<file path="config.mk">
export PLATFORM = sky130hd
export DESIGN_NAME = ysyx_22040365_wb_ctrl
export DESIGN_NICKNAME = d
export VERILOG_FILES = /design/src/rtl/ysyx_22040365_pkg.sv /design/src/rtl/ysyx_22040365_scoreboard.sv /design/src/rtl/ysyx_22040365_wb_ctrl.sv
export SDC_FILE = /design/constraint.sdc
export NUM_CORES = 1
export LEC_CHECK = 0
export ABC_AREA = 0
export CAP_MARGIN = 20
export CORE_ASPECT_RATIO = 0.6
export CORE_UTILIZATION = 47
export DETAILED_ROUTE_END_ITERATION = 10
export PLACE_DENSITY = 0.87
export SYNTH_ARGS = -nofsm -noshare
export SYNTH_HDL_FRONTEND = slang
export SYNTH_SLANG_ARGS = --single-unit
</file>
<file path="constraint.sdc">
create_clock -name clk -period 6.2 [get_ports clk]
set_input_delay 1.24 -clock clk [delete_from_list [all_inputs] [get_ports clk]]
set_output_delay 1.24 -clock clk [all_outputs]
set_load 0.01 [all_outputs]
</file>
<file path="src/rtl/ysyx_22040365_pkg.sv">
// Shared definitions for the NPC write-back controller: default widths and
// the requester identifiers used by the round-robin arbiter.
package ysyx_22040365_pkg;

    localparam int ADDR_WIDTH_DEF = 5;
    localparam int DATA_WIDTH_DEF = 64;

    typedef enum logic {
        REQ_LSU = 1'b0,
        REQ_EXU = 1'b1
    } req_e;

endpackage

</file>
<file path="src/rtl/ysyx_22040365_scoreboard.sv">
// Pending-write scoreboard: one bit per architectural register, set when an
// instruction writing that register issues and cleared when its write-back
// reaches the register file. Register 0 never reports a pending write.
module ysyx_22040365_scoreboard
    import ysyx_22040365_pkg::*;
#(
    parameter int ADDR_WIDTH = ADDR_WIDTH_DEF
) (
    input  logic                  clk,
    input  logic                  rst,
    input  logic                  set_en_i,
    input  logic [ADDR_WIDTH-1:0] set_idx_i,
    input  logic                  clr_en_i,
    input  logic [ADDR_WIDTH-1:0] clr_idx_i,
    input  logic [ADDR_WIDTH-1:0] rs1_i,
    input  logic [ADDR_WIDTH-1:0] rs2_i,
    input  logic [ADDR_WIDTH-1:0] rd_i,
    output logic                  rs1_busy_o,
    output logic                  rs2_busy_o,
    output logic                  rd_busy_o
);

    localparam int NREG = 1 << ADDR_WIDTH;

    logic [NREG-1:0] sb_q;
    logic [NREG-1:0] sb_d;

    // Next-state: clear first so a same-cycle set on the same bit wins.
    always_comb begin
        sb_d = sb_q;
        if (clr_en_i) begin
            sb_d[clr_idx_i] = 1'b0;
        end
        if (set_en_i && (set_idx_i != '0)) begin
            sb_d[set_idx_i] = 1'b1;
        end
        sb_d[0] = 1'b0;
    end

    // Scoreboard state register.
    always_ff @(posedge clk) begin
        if (rst) begin
            sb_q <= '0;
        end else begin
            sb_q <= sb_d;
        end
    end

    // Flag an issue to a register whose previous write is still in flight.
    always_ff @(posedge clk) begin
        if (!rst && set_en_i && (set_idx_i != '0)) begin
            assert (!sb_q[set_idx_i])
                else $warning("scoreboard: issue to already-pending register %0d", set_idx_i);
        end
    end

    assign rs1_busy_o = sb_q[rs1_i];
    assign rs2_busy_o = sb_q[rs2_i];
    assign rd_busy_o  = sb_q[rd_i];

endmodule

</file>
<file path="src/rtl/ysyx_22040365_wb_ctrl.sv">
// Write-back controller: round-robin arbitration of the single register-file
// write port between EXU and LSU, a registered write stage, and the pending
// write scoreboard used by issue for RAW/WAW hazard detection.
module ysyx_22040365_wb_ctrl
    import ysyx_22040365_pkg::*;
#(
    parameter int ADDR_WIDTH = ADDR_WIDTH_DEF,
    parameter int DATA_WIDTH = DATA_WIDTH_DEF
) (
    input  logic                  clk,
    input  logic                  rst,
    input  logic                  exu_valid,
    output logic                  exu_ready,
    input  logic [ADDR_WIDTH-1:0] exu_rd,
    input  logic [DATA_WIDTH-1:0] exu_data,
    input  logic                  lsu_valid,
    output logic                  lsu_ready,
    input  logic [ADDR_WIDTH-1:0] lsu_rd,
    input  logic [DATA_WIDTH-1:0] lsu_data,
    input  logic                  iss_valid,
    input  logic [ADDR_WIDTH-1:0] iss_rd,
    input  logic [ADDR_WIDTH-1:0] rs1,
    input  logic [ADDR_WIDTH-1:0] rs2,
    output logic                  rs1_busy,
    output logic                  rs2_busy,
    output logic                  rd_busy,
    output logic                  rf_wen,
    output logic [ADDR_WIDTH-1:0] rf_waddr,
    output logic [DATA_WIDTH-1:0] rf_wdata
);

    req_e                  prio_q;
    req_e                  prio_d;
    logic                  exu_xfer;
    logic                  lsu_xfer;
    logic                  wen_d;
    logic [ADDR_WIDTH-1:0] waddr_d;
    logic [DATA_WIDTH-1:0] wdata_d;
    logic                  rf_wen_q;
    logic [ADDR_WIDTH-1:0] rf_waddr_q;
    logic [DATA_WIDTH-1:0] rf_wdata_q;

    // Ready depends only on the other requester and the pointer, never on
    // the requester's own valid, so there is no valid->ready loop.
    assign exu_ready = !rst && (!lsu_valid || (prio_q == REQ_EXU));
    assign lsu_ready = !rst && (!exu_valid || (prio_q == REQ_LSU));
    assign exu_xfer  = exu_valid && exu_ready;
    assign lsu_xfer  = lsu_valid && lsu_ready;

    // Arbitration: pick the winner's payload and hand priority to the loser.
    always_comb begin
        prio_d  = prio_q;
        wen_d   = 1'b0;
        waddr_d = rf_waddr_q;
        wdata_d = rf_wdata_q;
        if (exu_xfer) begin
            prio_d = REQ_LSU;
            if (exu_rd != '0) begin
                wen_d   = 1'b1;
                waddr_d = exu_rd;
                wdata_d = exu_data;
            end
        end else if (lsu_xfer) begin
            prio_d = REQ_EXU;
            if (lsu_rd != '0) begin
                wen_d   = 1'b1;
                waddr_d = lsu_rd;
                wdata_d = lsu_data;
            end
        end
    end

    // Priority pointer and registered write-port stage.
    always_ff @(posedge clk) begin
        if (rst) begin
            prio_q     <= REQ_LSU;
            rf_wen_q   <= 1'b0;
            rf_waddr_q <= '0;
            rf_wdata_q <= '0;
        end else begin
            prio_q     <= prio_d;
            rf_wen_q   <= wen_d;
            rf_waddr_q <= waddr_d;
            rf_wdata_q <= wdata_d;
        end
    end

    // A write registered just before reset rises is dropped, not committed.
    assign rf_wen   = rf_wen_q && !rst;
    assign rf_waddr = rf_waddr_q;
    assign rf_wdata = rf_wdata_q;

    ysyx_22040365_scoreboard #(
        .ADDR_WIDTH (ADDR_WIDTH)
    ) u_scoreboard (
        .clk        (clk),
        .rst        (rst),
        .set_en_i   (iss_valid),
        .set_idx_i  (iss_rd),
        .clr_en_i   (rf_wen),
        .clr_idx_i  (rf_waddr),
        .rs1_i      (rs1),
        .rs2_i      (rs2),
        .rd_i       (iss_rd),
        .rs1_busy_o (rs1_busy),
        .rs2_busy_o (rs2_busy),
        .rd_busy_o  (rd_busy)
    );

endmodule

</file>
==> results.sh <==
export IMPL_cts_tree="built"
export IMPL_layout_drive_gt1_share_pct=14.2
export IMPL_synthXorXnorAreaFrac_pct=0
export IMPL_cts_setup_buffers=0
export IMPL_drt_wirelength_per_cell_um=20.8
export IMPL_antenna_found_initial=0
export IMPL_critPathCaptureType="output pin"
export IMPL_start_kind="input port"
export IMPL_cts_buffer_depth=2
export IMPL_avgSynthCellArea_um2=9.77
export IMPL_placeableCoreArea_mm2=0.0115
export IMPL_place_gp_congestion=1.02
export IMPL_vias=5591
export IMPL_ys_types=32
export IMPL_grt_pass1_vias=5521
export IMPL_root_buffer="clkbuf_16"
export IMPL_ios=233
export IMPL_synth_simple_gate_area_share_pct=14.6
export IMPL_hold_depth=2
export IMPL_cts_resized_gates=0
export IMPL_tightest_slew_ns=0.857
export IMPL_powerDensity_mw_per_mm2=217
export IMPL_htree_levels=3
export IMPL_track_usage_pct=31.6
export IMPL_muxShareOfSynthArea_pct=20.9
export IMPL_fp_dieW_um=144
export IMPL_status="complete, no violations"
export IMPL_hold_path_class="register to register"
export IMPL_cap_violations=0
export IMPL_cp_arrival_ns=3.63
export IMPL_rsz0062_at_grt="false"
export IMPL_setup_tns_ns=0
export IMPL_synth_warnings=0
export IMPL_grt_ovfl_total=0
export IMPL_synth_top_cell_by_area="dfxtp_1"
export IMPL_crit_type="input port to output pin"
export IMPL_firstDrtPassIters=5
export IMPL_finalCriticalPeriod_ns=4.87
export IMPL_timing_critical_path_fanout_max=13
export IMPL_die_y_um=87.1
export IMPL_relSlewSlack_pct=42.6
export IMPL_antenna_cells=0
export IMPL_start_util_pct=49.3
export IMPL_irDropWorstVdd_v=0.000138
export IMPL_totalWireLength_um=19600
export IMPL_cts_made_buffers=9
export IMPL_final_core_util_pct=72.1
export IMPL_design_die_area_mm2=0.0125
export IMPL_r2r_cells=5
export IMPL_min_period_over_period_pct=78.6
export IMPL_cts_sinks=102
export IMPL_synth_seq_area_share_pct=36.0
export IMPL_synth_seq_cells=102
export IMPL_rows=30
export IMPL_first_iter_violations=304
export IMPL_clk_latency_ns=0.34
export IMPL_grt_max_degree=70
export IMPL_whs_ns=0.520
export IMPL_finalHoldViolations=0
export IMPL_synth_area_mm2=0.00568
export IMPL_cts_hold_buf=0
export IMPL_routed_via_density=5.95
export IMPL_maxSlewViolCount=0
export IMPL_skew_ns=0.00768
export IMPL_syn_inst=581
export IMPL_drc=0
export IMPL_synth_top_area_share_pct=36.0
export IMPL_finalNetCount=933
export IMPL_synth_top_family_by_area="compound AO/OA/AOI/OAI gates"
export IMPL_timing_fmax_mhz=205
export IMPL_ant_nets=0
export IMPL_clk_pin_slew_ns=0.07
export IMPL_syn2layout_area_growth_pct=46.4
export IMPL_cp_data_required_time_ns=4.96
export IMPL_p_leak_nw=2.79
export IMPL_grt_pass1_wl_um=30000
export IMPL_numPortBuffers=232
export IMPL_synthAdderAreaFrac_pct=0
export IMPL_setup_viol=0
export IMPL_syn_nets=739
export IMPL_synth_compound_area_share_pct=23.6
export IMPL_dpl_hpwl_um=14500
export IMPL_synth_area_leaders="dfxtp_1 36%, mux2i_1 16%, a211oi_2 15%, nor3_1 6.3%, mux4_2 5.2%"
[area by class of cell]
cell class | instances | area [um^2]
Clock buffer | 12 | 256
Clock inverter | 4 | 55.1
Fill cell | 845 | 3210
Inverter | 3 | 11.3
Multi-Input combinational cell | 421 | 3370
Sequential cell | 102 | 2040
Tap cell | 160 | 200
Timing Repair Buffer | 238 | 2370
[critical path, cell delays in order]
cell	delay, ns
clkdlybuf4s50_1	0.91
mux4_2	0.58
a22oi_1	0.25
nand4_1	0.14
clkdlybuf4s50_1	0.50
[synthesized netlist by cell type (all sizes together)]
cell / number
a211oi: 72
a21oi: 38
a22oi: 8
and3: 2
and3b: 2
buf: 15
clkbuf: 40
dfxtp: 102
inv: 3
mux2i: 89
mux4: 13
nand2: 39
nand2b: 4
nand3: 10
nand3b: 5
nand4: 3
nor2: 10
nor2b: 7
nor3: 72
nor3b: 4
o2111ai: 2
o211a: 1
o211ai: 2
o21a: 1
o21ai: 31
or2: 1
or3: 1
or3b: 3
or4: 1
[kinds of logic after synthesis]
logic type,after synthesis
multiplexers,102
flip-flops,102
AND/OR/NAND/NOR,164
buffers and inverters,58
AO/OA/AOI/OAI,155
[state kept, by name, summed over array words and instances, names as in the netlist]
name / flops
rf_waddr: 5
u_scoreboard.sb_q: 31
prio_q: 1
rf_wen_q: 1
rf_wdata: 64
[power by group]
group          total, mW  internal (mW)  switching [mW]
combinational      0.477          0.259           0.218
clock              0.588          0.337           0.251
sequential         0.741          0.704          0.0372
total               1.81           1.30           0.506
[cell usage in the layout, fill, tap and decap left out, types with 13 or more instances in the layout]
cell and instances:
dfxtp_1 102, nor3_1 71, clkdlybuf4s50_1 231, mux4_2 13, o21ai_0 31, mux2i_1 89
nand2_1 39, a211oi_2 69, a21oi_1 38
[per-stage QoR]
step	cells	instance area, um^2	worst slack [ns]	total power, mW
floorplan	581	5680	2.51	0.986
detailed placement	923	7990	1.32	1.23
global route	940	8310	1.25	1.87
finish	940	8310	1.33	1.81
CTS	939	8310	1.32	1.81
global placement	923	7990	1.32	1.21
[final timing paths]
kind / startpoint / endpoint / slack (ns)
worst min register to register: u_scoreboard.sb_q[17]$_SDFF_PP0_ / u_scoreboard.sb_q[17]$_SDFF_PP0_ / 0.52
worst max-delay path: iss_rd[0] / rd_busy / 1.33
worst max register to register: prio_q$_SDFFE_PP0P_ / rf_wdata[44]$_SDFFE_PP0P_ / 4.07
worst min-delay path: u_scoreboard.sb_q[17]$_SDFF_PP0_ / u_scoreboard.sb_q[17]$_SDFF_PP0_ / 0.52
[metal layers]
| metal | track usage (%) | vias to the layer above | part of all wire [%] |
|---|---|---|---|
| met5 | 0 | - | 0 |
| met4 | 11.0 | 0 | 2.6 |
| met3 | 10.6 | 44 | 11 |
| met2 | 51.3 | 282 | 46 |
| met1 | 39.3 | 2687 | 41 |
| li1 | - | 2578 | - |
(Power assumes the default switching activity.)
